`config.mk`:
```
export PLATFORM = sky130hd
export DESIGN_NAME = packer_ring
export DESIGN_NICKNAME = d
export VERILOG_FILES = /design/src/rtl/packer_ring_pkg.sv /design/src/rtl/packer_ring_bit_insert_unit.sv /design/src/rtl/packer_ring.sv
export SDC_FILE = /design/constraint.sdc
export NUM_CORES = 1
export LEC_CHECK = 0
export BUFFER_PORTS_ARGS = -buffer_cell sky130_fd_sc_hd__buf_2
export CAP_MARGIN = 25
export CORE_ASPECT_RATIO = 0.7
export CORE_MARGIN = 2
export CORE_UTILIZATION = 68
export DETAILED_ROUTE_END_ITERATION = 6
export HOLD_SLACK_MARGIN = 0.05
export PLACE_DENSITY = 0.87
export SLEW_MARGIN = 20
export SYNTH_ARGS = -nofsm -noshare
export SYNTH_HDL_FRONTEND = slang
export SYNTH_SLANG_ARGS = --single-unit
```
`constraint.sdc`:
```
create_clock -name clk -period 8.7 [get_ports clk]
set_clock_uncertainty 0.1 [all_clocks]
set_input_delay 0.435 -clock clk [delete_from_list [all_inputs] [get_ports clk]]
set_output_delay 0.435 -clock clk [all_outputs]
set_load 0.05 [all_outputs]
```
`src/rtl/packer_ring_pkg.sv`:
```
// Shared definitions for the packer ring: FSM state encoding, maximum value
// width and the run-time bitwidth clamp.
package packer_ring_pkg;

    localparam int MAX_BW = 16;

    typedef enum logic [1:0] {
        ST_IDLE,
        ST_PACK,
        ST_FLUSH,
        ST_DONE
    } state_t;

    // Out-of-range widths (0 or above MAX_BW) fall back to the full word width.
    function automatic logic [4:0] clamp_bw(input logic [4:0] bw);
        return (bw == 5'd0 || bw > 5'(MAX_BW)) ? 5'(MAX_BW) : bw;
    endfunction

endpackage

```
`src/rtl/packer_ring_bit_insert_unit.sv`:
```
// Combinational insert: masks a value to bw bits and ORs it into the staging
// accumulator at bit offset 'offset'.
module packer_ring_bit_insert_unit #(
    parameter int ACC_WIDTH  = 32,
    parameter int DATA_WIDTH = 16
) (
    input  logic [ACC_WIDTH-1:0]  acc_in,
    input  logic [DATA_WIDTH-1:0] value,
    input  logic [4:0]            bw,
    input  logic [5:0]            offset,
    output logic [ACC_WIDTH-1:0]  acc_out
);

    logic [DATA_WIDTH-1:0] mask;
    logic [ACC_WIDTH-1:0]  value_ext;

    always_comb begin
        mask = '0;
        for (int i = 0; i < DATA_WIDTH; i++) begin
            mask[i] = (5'(i) < bw);
        end
    end

    // Bits above the inserted value stay zero, so the accumulator never
    // carries sign-extension garbage into later words.
    assign value_ext = ACC_WIDTH'(value & mask);
    assign acc_out   = acc_in | (value_ext << offset);

endmodule

```
`src/rtl/packer_ring.sv`:
```
// Packs a stream of bw-bit values LSB-first into dense 16-bit words, flushing
// a zero-padded partial word at the end of each job.
module packer_ring
    import packer_ring_pkg::*;
#(
    parameter int MAX_BITWIDTH_QUANTIZED_DATA = MAX_BW,
    parameter int ACC_WIDTH                   = 32
) (
    input  logic                                   clk,
    input  logic                                   rst,
    input  logic                                   start,
    input  logic [4:0]                             bitwidth_d,
    input  logic [31:0]                            num_of_input_vals,
    input  logic                                   rcv_valid,
    input  logic [MAX_BITWIDTH_QUANTIZED_DATA-1:0] rcv_data,
    output logic                                   rcv_ready,
    output logic                                   trm_valid,
    output logic [MAX_BITWIDTH_QUANTIZED_DATA-1:0] trm_data,
    input  logic                                   trm_ready,
    output logic                                   finished
);

    localparam logic [5:0] WORD_BITS = 6'(MAX_BITWIDTH_QUANTIZED_DATA);

    state_t               state, state_next;
    logic [ACC_WIDTH-1:0] acc;
    logic [5:0]           fill;
    logic [4:0]           bw_q;
    logic [31:0]          n_q;
    logic [31:0]          vals_in;
    logic [32:0]          words_out;
    logic [32:0]          total_words;

    logic                 start_take;
    logic                 rcv_fire;
    logic                 trm_fire;
    logic [4:0]           bw_start;
    logic [36:0]          total_calc;
    logic [ACC_WIDTH-1:0] acc_shifted;
    logic [ACC_WIDTH-1:0] acc_inserted;
    logic [5:0]           fill_base;

    assign bw_start   = clamp_bw(bitwidth_d);
    assign total_calc = {5'd0, num_of_input_vals} * {32'd0, bw_start} + 37'd15;
    assign start_take = start & ((state == ST_IDLE) | (state == ST_DONE));
    assign rcv_fire   = rcv_valid & rcv_ready;
    assign trm_fire   = trm_valid & trm_ready;
    assign trm_data   = acc[MAX_BITWIDTH_QUANTIZED_DATA-1:0];

    always_ff @(posedge clk or posedge rst) begin
        if (rst) state <= ST_IDLE;
        else     state <= state_next;
    end

    always_comb begin
        // NOTE: every output gets a default before the case so no path can infer a latch.
        state_next = state;
        rcv_ready  = 1'b0;
        trm_valid  = 1'b0;
        finished   = 1'b0;
        case (state)
            ST_IDLE: begin
                if (start_take)
                    state_next = (num_of_input_vals == 32'd0) ? ST_DONE : ST_PACK;
            end
            ST_PACK: begin
                rcv_ready = (fill < WORD_BITS) && (vals_in < n_q);
                trm_valid = (fill >= WORD_BITS);
                if (words_out == total_words)
                    state_next = ST_DONE;
                else if ((vals_in == n_q) && (fill != 6'd0) && (fill < WORD_BITS))
                    state_next = ST_FLUSH;
            end
            ST_FLUSH: begin
                trm_valid = 1'b1;
                if (trm_ready) state_next = ST_DONE;
            end
            ST_DONE: begin
                finished = 1'b1;
                if (start_take)
                    state_next = (num_of_input_vals == 32'd0) ? ST_DONE : ST_PACK;
            end
            default: state_next = ST_IDLE;
        endcase
    end

    // A word leaving shifts first; a value arriving is then placed at the post-shift fill.
    assign acc_shifted = trm_fire ? (acc >> MAX_BITWIDTH_QUANTIZED_DATA) : acc;
    assign fill_base   = !trm_fire             ? fill :
                         (state == ST_FLUSH)   ? 6'd0 : fill - WORD_BITS;

    packer_ring_bit_insert_unit #(
        .ACC_WIDTH  (ACC_WIDTH),
        .DATA_WIDTH (MAX_BITWIDTH_QUANTIZED_DATA)
    ) u_insert (
        .acc_in  (acc_shifted),
        .value   (rcv_data),
        .bw      (bw_q),
        .offset  (fill_base),
        .acc_out (acc_inserted)
    );

    always_ff @(posedge clk or posedge rst) begin
        // NOTE: non-blocking assignments so every register samples pre-edge values.
        if (rst) begin
            acc         <= '0;
            fill        <= '0;
            bw_q        <= '0;
            n_q         <= '0;
            vals_in     <= '0;
            words_out   <= '0;
            total_words <= '0;
        end else if (start_take) begin
            bw_q        <= bw_start;
            n_q         <= num_of_input_vals;
            total_words <= 33'(total_calc >> 4);
            acc         <= '0;
            fill        <= '0;
            vals_in     <= '0;
            words_out   <= '0;
        end else begin
            if (rcv_fire || trm_fire) begin
                acc  <= rcv_fire ? acc_inserted : acc_shifted;
                fill <= fill_base + (rcv_fire ? {1'b0, bw_q} : 6'd0);
            end
            if (rcv_fire) vals_in   <= vals_in + 32'd1;
            if (trm_fire) words_out <= words_out + 33'd1;
        end
    end

endmodule

```
==> results of run 1 <==
## layer usage
metal / global-route usage, % / share of wire, % / wire (µm)
met2: 50.30 / 43 / 17210
met1: 49.99 / 44 / 17650
met5: 0 / 0 / 0
met3: 9.340 / 11 / 4376
met4: 11.34 / 2.8 / 1123
## worst max-delay path: stages
cell and delay, ps:
buf_2 100, or4_1 540, ha_1 360, nor2b_2 460, buf_4 360, and2_1 180
ha_1 230, fa_1 480, inv_1 50, fa_1 520, inv_1 40, ha_1 370
a211oi_1 320, o21ai_0 200, a221oi_2 400, o22ai_4 170, o21a_4 270, a41oi_1 320
xnor2_1 170, o21ai_0 140
## registers in the layout (all words and copies together), names as in the netlist
name,cells
n_q,32
total_words,33
acc,32
state,2
bw_q,5
fill,6
vals_in,32
words_out,33
## path summary, 6_finish.rpt
kind,from,endpoint
setup / recovery,bitwidth_d[1],total_words[24]$_DFFE_PP0P_
hold / removal,rst,acc[6]$_DFFE_PP0P_
setup reg to reg,vals_in[14]$_DFFE_PP0P_,fill[5]$_DFFE_PP0P_
hold reg to reg,acc[20]$_DFFE_PP0P_,acc[20]$_DFFE_PP0P_
max in group asynchronous,rst,n_q[21]$_DFFE_PP0P_
min in group clk,num_of_input_vals[20],n_q[20]$_DFFE_PP0P_
## metrics by stage
stage / total power [mW] / std cells / hold slack [ps]
floorplan: 2.778 / 1762 / 352.3
finish: 4.151 / 2107 / 56.39
global placement: 3.175 / 2072 / 380.3
detailed placement: 3.267 / 2073 / 391.3
CTS: 4.100 / 2105 / 111.2
global route: 4.416 / 2106 / 141.1
## cells by family (layout without fill, tap and decap cells)
group           Yosys count  count (layout)  synth area share, %
simple gates            651             651                21.60
compound gates          301             301                12.63
buf+inv                 265             297                6.869
fa+ha+maj               209             209                21.25
flops                   175             175                28.02
xor+xnor                124             124                6.949
mux                      37              37                2.682
other cells               0               1                    0
## cell usage after synthesis, drive strengths merged, types with 28 or more instances
master / number
xnor2: 35
and2: 132
dfrtp: 175
nand4: 28
inv: 175
buf: 28
nand3: 55
o21ai: 100
and3: 28
clkbuf: 60
fa: 94
ha: 115
nor2b: 38
xor2: 89
nand2: 203
a21oi: 62
nor2: 90
## power groups by stage
stage / clock network, mW / logic [mW] / registers, mW
detailed placement: 0 / 2.03 / 1.24
global placement: 0 / 1.95 / 1.22
floorplan: 0 / 1.63 / 1.15
global route: 0.854 / 2.31 / 1.26
CTS: 0.822 / 2.05 / 1.22
finish: 0.822 / 2.10 / 1.23
## placed cells by master (no fill, tap or decap), drive strengths merged, types with 5 or more instances in the layout
| master | synthesis | final |
|---|---|---|
| a211oi | 8 | 8 |
| a21boi | 5 | 5 |
| a21o | 20 | 20 |
| a21oi | 62 | 62 |
| a221oi | 9 | 9 |
| a31oi | 27 | 27 |
| and2 | 132 | 132 |
| and3 | 28 | 28 |
| and4 | 8 | 8 |
| buf | 28 | 88 |
| clkbuf | 60 | 18 |
| dfrtp | 175 | 175 |
| fa | 94 | 94 |
| ha | 115 | 115 |
| inv | 175 | 185 |
| mux2 | 16 | 16 |
| mux2i | 19 | 19 |
| nand2 | 203 | 203 |
| nand2b | 6 | 6 |
| nand3 | 55 | 55 |
| nand3b | 5 | 5 |
| nand4 | 28 | 28 |
| nor2 | 90 | 90 |
| nor2b | 38 | 38 |
| nor3 | 10 | 10 |
| nor4 | 17 | 17 |
| o2111ai | 5 | 5 |
| o211ai | 14 | 14 |
| o21a | 8 | 8 |
| o21ai | 100 | 100 |
| o22ai | 7 | 7 |
| o31ai | 7 | 7 |
| or2 | 6 | 6 |
| or3 | 11 | 11 |
| or4 | 7 | 7 |
| xnor2 | 35 | 35 |
| xor2 | 89 | 89 |
## layout make-up
cell class                      instances  area share, %
Multi-Input combinational cell       1322          60.89
Sequential cell                       175          26.15
Inverter                              177          3.998
Timing Repair Buffer                   88          2.914
Clock buffer                           18          2.623
Tap cell                              312          2.331
Clock inverter                         14          1.076
Antenna cell                            1        0.01495
==> flow_summary.json, run 1 <==
{
  "die_area_um2": 24230,
  "ys_warn_count": 0,
  "period_share_pct": 68.39,
  "synth-edff-count": 0,
  "hold_viol_final": 0,
  "cts_tree": "built",
  "ys_seq_area_share_pct": 28.02,
  "num-nets-final": 2048,
  "switching_power_mw": 1.957,
  "drive_above_1_share_pct": 9.643,
  "fill_cells": 1604,
  "syn_inst": 1762,
  "multi_input_area_um2": 10190,
  "gp_congestion": 0.9586,
  "worst_pin_slew_ps": 1037,
  "io_buffer_count": 76,
  "ir_worst_vdd_uv": 174.9,
  "pwr-share-seq_pct": 29.7,
  "status": "completed",
  "hold_buffers": 0,
  "dr.pass1.iters": 6,
  "r2r_cells": 14,
  "avgSynthCellArea_um2": 8.870,
  "cap_violations": 0,
  "antenna_found_initial": 0,
  "rsz0062_at_grt": "no",
  "syn_to_final_growth_pct": 7.133,
  "cts_buffers": 17,
  "synth_seq_cells": 175,
  "vias_per_cell": 6.194,
  "crit_path_end_kind": "register",
  "syn-cell-area_um2": 15630,
  "dp_hpwl_um": 29860,
  "numClockSinks": 175,
  "worst_slack_ps": 2750,
  "fmax_ghz": 0.1681,
  "rrSetupSlack_ps": 4080,
  "clockBufferDepth": 2,
  "pwr-share-clk_pct": 19.8,
  "cts_setup_buffers": 0,
  "htreeDepth": 4,
  "die_w_um": 185.2,
  "hold_class": "input port to asynchronous set/reset pin",
  "async_flop_share_pct": 100.0,
  "crit_path_start_kind": "input port",
  "drt-total-wl_um": 40360,
  "utilization_pct": 74.02,
  "wire_per_inst_um": 19.16,
  "slew_headroom_pct": 30.23,
  "grt_max_degree": 103,
  "cts-root-buf": "clkbuf_16",
  "critPathKind": "input port to register",
  "crit_fanout": 24,
  "totalNegativeSetupSlack_ps": 0,
  "clk_latency_ps": 460,
  "p_int_mw": 2.194,
  "pre_cts_ws_ps": 2425,
  "grt_pass1_wl_um": 64640,
  "start_util_pct": 69.10,
  "post-route-drc-count": 0,
  "ios": 77,
  "ys_types": 86,
  "clk_pin_slew_ps": 80,
  "num_rows": 46,
  "slew_violations": 0,
  "sw_frac_of_total_pct": 47.14,
  "ys.flop_type": "dfrtp_1",
  "ant_nets": 0,
  "crit_required_ps": 8880,
  "vias": 13050,
  "netlist.area_leader.share_pct": 28.02,
  "grt_use_total_pct": 34.44,
  "grt_overflow": 0,
  "cp_data_arrival_time_ps": 6130,
  "dpl-instance-area_um2": 16090,
  "fp.dieH_um": 130.8,
  "leakagePower_nw": 8.315,
  "setup_viol": 0,
  "synth_area_leaders": "dfrtp_1 (28%), fa_1 (12%), ha_1 (9.2%), and2_1 (5.3%), xor2_1 (5.0%)",
  "drt-initial-drc-count": 1353,
  "grt_pass1_vias": 12380,
  "cts-resized-gates": 0,
  "core_area_um2": 22620,
  "syn-num-nets": 2029,
  "min_period_ps": 5950,
  "yosysTopAreaCell": "dfrtp_1",
  "powerDensity_nw_per_um2": 247.9,
  "finalInstanceArea_um2": 16740,
  "comb_power_share_pct": 50.5,
  "regArea_um2": 4379
}
No activity file was read; power rests on OpenSTA's default activity.
==> inputs of run 2 (changes only) <==
--- a/config.mk
+++ b/config.mk
@@ -9,10 +9,10 @@
 export CAP_MARGIN = 25
 export CORE_ASPECT_RATIO = 0.7
 export CORE_MARGIN = 2
-export CORE_UTILIZATION = 68
+export CORE_UTILIZATION = 57
 export DETAILED_ROUTE_END_ITERATION = 6
 export HOLD_SLACK_MARGIN = 0.05
-export PLACE_DENSITY = 0.87
+export PLACE_DENSITY = 0.78
 export SLEW_MARGIN = 20
 export SYNTH_ARGS = -nofsm -noshare
 export SYNTH_HDL_FRONTEND = slang
==> constraint.sdc (replaced) <==
create_clock -name clk -period 4.8 [get_ports clk]
set_clock_uncertainty 0.1 [all_clocks]
set_input_delay 0.24 -clock clk [delete_from_list [all_inputs] [get_ports clk]]
set_output_delay 0.24 -clock clk [all_outputs]
set_load 0.05 [all_outputs]
==> run 2 against run 1 <==
The flow now finishes with violations (setup timing). Worst setup slack worse by 3000 ps. Combinational power is 110% higher. Sequential cell count unchanged. Non-clock buffer count rose by 153. Register-to-register slack got worse by 3200 ps. Global-route usage shrank 3.5 points. Core utilization shrank 4.3 points. Via count grew 4.0%. Cell area is 12% higher. Sequential power up 80%. Hold slack better by 3.6 ps. Largest cell class unchanged. Largest power group unchanged.
==> flow_summary.json, run 2 (synthesized netlist as in run 1, its figures left out) <==
{
  "clockBufferDepth": 2,
  "slew_headroom_pct": 29.54,
  "slowest_stage": "or4_4",
  "drt-total-wl_um": 44280,
  "finalInstanceArea_um2": 18710,
  "min_from": "num_of_input_vals[2]",
  "dr.pass1.iters": 5,
  "r2r-start": "vals_in[15]$_DFFE_PP0P_",
  "status": "finished, violations left",
  "vias": 13570,
  "grt_overflow": 0,
  "cpLargestDelayFamily": "simple AND/OR/NAND/NOR gates",
  "power.total_mw": 8.086,
  "critPathKind": "input port to register",
  "startpoint": "bitwidth_d[0]",
  "crit_fanout": 5,
  "die_area_um2": 28780,
  "start_util_pct": 58.23,
  "dpl-instance-area_um2": 17330,
  "fp.dieH_um": 142.5,
  "post-route-drc-count": 0,
  "vias_per_cell": 5.870,
  "rsz0062_at_grt": "yes",
  "grt_pass1_vias": 13210,
  "final_common_cell": "nand2_1",
  "grt_pass1_wl_um": 70260,
  "powerDensity_nw_per_um2": 432.2,
  "fill_cells": 1985,
  "reg_top3": "total_words (33), words_out (33)",
  "grt_max_degree": 176,
  "htreeDepth": 4,
  "grt_use_met3_pct": 6.891,
  "grt_use_met1_pct": 44.06,
  "hold_class": "input port to register",
  "cts_tree": "built",
  "clk_pin_slew_ps": 80,
  "numClockSinks": 175,
  "crit_required_ps": 5080,
  "crit_path_start_kind": "input port",
  "top_usage_layer": "met2",
  "slew_violations": 0,
  "most-common-layout-cells": "nand2_1 (195), dfrtp_1 (175), inv_1 (161)",
  "hold_viol_final": 0,
  "drive_above_1_share_pct": 20.29,
  "crit_path_end_kind": "register",
  "io_buffer_count": 76,
  "leakagePower_nw": 9.135,
  "syn_to_final_growth_pct": 19.71,
  "ant_nets": 0,
  "worst_slack_ps": -283.2,
  "worst_pin_slew_ps": 1046,
  "clk_latency_ps": 440,
  "core_area_um2": 26840,
  "drt-initial-drc-count": 1136,
  "cts-root-buf": "clkbuf_16",
  "cap_violations": 0,
  "cts_buffers": 17,
  "fmax_ghz": 0.1967,
  "ir_worst_vdd_uv": 427.2,
  "period_share_pct": 105.9,
  "die_w_um": 201.9,
  "wire_per_inst_um": 19.15,
  "antenna_found_initial": 0,
  "met2_usage_pct": 47.46,
  "worst_path_largest_cell_delay_ps": 550,
  "num-nets-final": 2201,
  "cp_cell_sequence": "buf_6, or4_4, ha_4, nor2b_4, buf_6, buf_6, and2_4, fa_1, fa_1, inv_2, fa_1, inv_2, ha_4, and4_4, nand2_4, or3_4, o22ai_4, buf_6, o21a_4, a31oi_4, or4_4, nand3_2",
  "cp.buffers_inverters": 6,
  "gp_congestion": 0.9217,
  "crit_top_cell": "buf_6",
  "setup_viol": 21,
  "min_period_ps": 5083,
  "cp_data_arrival_time_ps": 5360,
  "ios": 77,
  "num_rows": 50,
  "dp_hpwl_um": 31820,
  "violations": "setup timing",
  "grt_use_total_pct": 30.97
}
[run 2: cell type report]
type / count / area, µm² / share of cell area, %
diodes: 1 / 2.502 / 0.01338
clock buffers: 17 / 425.4 / 2.274
clock inverters: 15 / 170.2 / 0.9095
inverters: 177 / 668.1 / 3.571
multi-input cells: 1322 / 10790 / 57.67
flip-flops and latches: 175 / 4379 / 23.41
well taps: 364 / 455.4 / 2.434
repair buffers: 241 / 1819 / 9.724
[run 2: stage by stage]
stage	cells	util, %	setup TNS [ps]	worst slack (ps)	hold WS (ps)
floorplan	1762	-	-1268	-301.2	245.4
global placement	2236	64.56	-10770	-579.5	388.3
detailed placement	2236	64.56	-13980	-731.7	394.6
CTS	2301	68.71	-2657	-226.9	50.54
global route	2311	69.70	-6761	-428.2	77.48
finish	2312	69.71	-3007	-283.2	60.01
[run 2: final timing paths]
kind | endpoint | depth (start not counted) | slack, ps
setup / recovery | total_words[32]$_DFFE_PP0P_ | 22 | -280
hold / removal | n_q[2]$_DFFE_PP0P_ | 3 | 60
setup reg to reg | fill[5]$_DFFE_PP0P_ | 14 | 850
hold reg to reg | total_words[22]$_DFFE_PP0P_ | 2 | 420
max in group asynchronous | vals_in[1]$_DFFE_PP0P_ | 4 | 3350
min in group asynchronous | acc[7]$_DFFE_PP0P_ | 4 | 510
[run 2: repair_timing]
item	4_1_cts	5_1_grt
pin swaps	26	48
endpoints found under the setup margin	19	27
setup buffers	10	14
gates resized for setup	40	52
hold buffers	23	0
gates cloned	2	0
hold endpoints to repair	39	0
[run 2: worst reg2reg max path, stage by stage (launching register included)]
cell,delay (ps)
dfrtp_1,460
ha_1,330
nand4_1,180
nor4_1,560
a21boi_1,330
o31a_1,200
nor2_1,130
and2_1,230
ha_1,280
a21o_1,160
a21o_1,200
a21o_1,180
a21oi_1,190
xnor2_1,100
a211oi_1,240
[run 2: power breakdown]
part | switching, mW | internal, mW | total [mW]
Combinational | 2.77 | 1.68 | 4.45
Clock | 0.678 | 0.741 | 1.42
Sequential | 0.335 | 1.88 | 2.22
Total | 3.78 | 4.31 | 8.09
[run 2: layer usage]
layer / vias to the layer above / wire length, µm
li1: 6246 / -
met1: 6719 / 19800
met2: 543 / 20090
met3: 63 / 3424
met4: 0 / 967
met5: - / 0
==> inputs of run 3 (changes only) <==
--- a/config.mk
+++ b/config.mk
@@ -13,6 +13,7 @@
 export DETAILED_ROUTE_END_ITERATION = 6
 export HOLD_SLACK_MARGIN = 0.05
 export PLACE_DENSITY = 0.78
+export RECOVER_POWER = 100
 export SLEW_MARGIN = 20
 export SYNTH_ARGS = -nofsm -noshare
 export SYNTH_HDL_FRONTEND = slang
==> run 3 against run 2 <==
The run ends with capacitance limit, slew limit, setup timing left. First-iteration DRC count decreased by 3.2%. Die area unchanged. Register-to-register slack worse by 300 ps. Sequential share of layout area up 0.14 points. Maximum frequency hardly changed. Routed wire length about the same. Highest routed layer unchanged.
==> flow_summary.json, run 3 (synthesized netlist as in run 1, its figures left out) <==
{
  "status": "finished, violations left",
  "drt-total-wl_um": 44300,
  "num-nets-final": 2201,
  "ir_worst_vdd_uv": 423.2,
  "timing.rr.end": "fill[5]$_DFFE_PP0P_",
  "antenna_found_initial": 0,
  "drive_above_1_share_pct": 18.44,
  "num_rows": 50,
  "die_area_um2": 28780,
  "top_usage_layer": "met2",
  "worst_pin_slew_ps": 2398,
  "crit_path_end_kind": "register",
  "numClockSinks": 175,
  "wire_per_inst_um": 19.16,
  "die_w_um": 201.9,
  "gp_congestion": 0.9217,
  "ios": 77,
  "most-common-layout-cells": "nand2_1 (196), dfrtp_1 (175), inv_1 (161)",
  "start_util_pct": 58.23,
  "clockBufferDepth": 2,
  "hold_class": "input port to register",
  "fill_cells": 2004,
  "vias": 13610,
  "r2r_cells": 12,
  "slowest_stage": "or4_4",
  "crit_cells": 22,
  "critPathKind": "input port to register",
  "dpl-instance-area_um2": 17330,
  "grt_overflow": 0,
  "rrSetupSlack_ps": 550,
  "dr.pass1.iters": 7,
  "regArea_um2": 4379,
  "crit_top_cell": "buf_6",
  "cpLargestDelayFamily": "simple AND/OR/NAND/NOR gates",
  "crit_path_start_kind": "input port",
  "clk_latency_ps": 450,
  "fmax_ghz": 0.1967,
  "grt_use_met1_pct": 44.06,
  "cap_violations": 1,
  "setup_viol": 22,
  "cts_buffers": 17,
  "post-route-drc-count": 0,
  "min_period_ps": 5084,
  "fp.dieH_um": 142.5,
  "met2_usage_pct": 47.46,
  "cp_data_arrival_time_ps": 5360,
  "period_share_pct": 105.9,
  "grt_pass1_wl_um": 70260,
  "violations": "capacitance limit, slew limit, setup timing",
  "hold_viol_final": 0,
  "drt-initial-drc-count": 1100,
  "io_buffer_count": 76,
  "ant_nets": 0,
  "rsz0062_at_grt": "yes",
  "power.total_mw": 8.032,
  "grt_pass1_vias": 13210,
  "worst_path_largest_cell_delay_ps": 550,
  "final_common_cell": "nand2_1",
  "grt_use_total_pct": 30.97,
  "startpoint": "bitwidth_d[0]",
  "slew_headroom_pct": -59.85,
  "cts_tree": "built",
  "cp_cell_sequence": "buf_6, or4_4, ha_4, nor2b_4, buf_6, buf_6, and2_4, fa_1, fa_1, inv_2, fa_1, inv_2, ha_4, and4_4, nand2_4, or3_4, o22ai_4, buf_6, o21a_4, a31oi_4, or4_4, nand3_2",
  "powerDensity_nw_per_um2": 431.8,
  "clk_pin_slew_ps": 80,
  "crit_required_ps": 5080,
  "core_area_um2": 26840,
  "crit_fanout": 5,
  "syn_to_final_growth_pct": 19.02,
  "cp.buffers_inverters": 6,
  "slew_violations": 176,
  "totalNegativeSetupSlack_ps": -2996,
  "crit_end": "total_words[32]$_DFFE_PP0P_",
  "htreeDepth": 4,
  "cts-root-buf": "clkbuf_16",
  "worst_slack_ps": -284.2,
  "reg_top3": "total_words (33), words_out (33)",
  "grt_use_met3_pct": 6.891,
  "r2r-start": "state[0]$_DFFE_PP0P_",
  "grt_max_degree": 176,
  "dp_hpwl_um": 31820,
  "finalInstanceArea_um2": 18600,
  "leakagePower_nw": 9.004,
  "vias_per_cell": 5.885,
  "pre_cts_ws_ps": -731.7,
  "multi_input_area_um2": 10740
}
[run 3: tightest hold or removal path, stage by stage]
cell,delay [ps]
buf_2,180
nand2_1,70
o21ai_0,70
[run 3: layer usage]
metal | vias to the layer above | part of all wire, %
li1 | 6248 | -
met5 | - | 0
met2 | 547 | 45
met4 | 0 | 2.4
met1 | 6743 | 45
met3 | 68 | 7.9
[run 3: where the power goes]
| group | switching, mW | total [mW] | internal [mW] |
|---|---|---|---|
| Sequential | 0.336 | 2.22 | 1.88 |
| Clock | 0.672 | 1.41 | 0.741 |
| Combinational | 2.76 | 4.40 | 1.64 |
| Total | 3.77 | 8.03 | 4.26 |
[run 3: worst min-delay path by stage]
| stage | startpoint | to | slack [ps] | cells past startpoint |
|---|---|---|---|---|
| 6_report | num_of_input_vals[2] | n_q[2]$_DFFE_PP0P_ | 70 | 3 |
| 5_1_grt | num_of_input_vals[4] | n_q[4]$_DFFE_PP0P_ | 80 | 3 |
| 4_1_cts | num_of_input_vals[2] | n_q[2]$_DFFE_PP0P_ | 50 | 3 |
| 3_5_place_dp | total_words[21]$_DFFE_PP0P_ | total_words[21]$_DFFE_PP0P_ | 390 | 2 |
| 3_3_place_gp | total_words[27]$_DFFE_PP0P_ | total_words[27]$_DFFE_PP0P_ | 390 | 2 |
| 2_1_floorplan | num_of_input_vals[0] | n_q[0]$_DFFE_PP0P_ | 250 | 2 |
[run 3: area by class of cell]
class / instances / area share (%)
inverters: 177 / 3.592
multi-input cells: 1322 / 57.73
well taps: 364 / 2.448
repair buffers: 241 / 9.471
diodes: 1 / 0.01345
clock inverters: 15 / 0.9148
clock buffers: 17 / 2.287
flip-flops and latches: 175 / 23.54
[run 3: through the flow]
stage | utilization (%) | instances | hold slack (ps)
6_report | 69.31 | 2312 | 66.91
5_1_grt | 69.30 | 2311 | 77.48
4_1_cts | 68.71 | 2301 | 50.54
3_5_place_dp | 64.56 | 2236 | 394.6
3_3_place_gp | 64.56 | 2236 | 388.3
2_1_floorplan | - | 1762 | 245.4
[run 3: repair_timing]
| action | 4_1_cts | 5_1_grt |
|---|---|---|
| gates cloned | 2 | 0 |
| setup buffers | 10 | 14 |
| hold endpoints to repair | 39 | 0 |
| hold buffers | 23 | 0 |
| pin swaps | 26 | 48 |
| setup endpoints to repair | 19 | 27 |
| gates resized for setup | 40 | 52 |
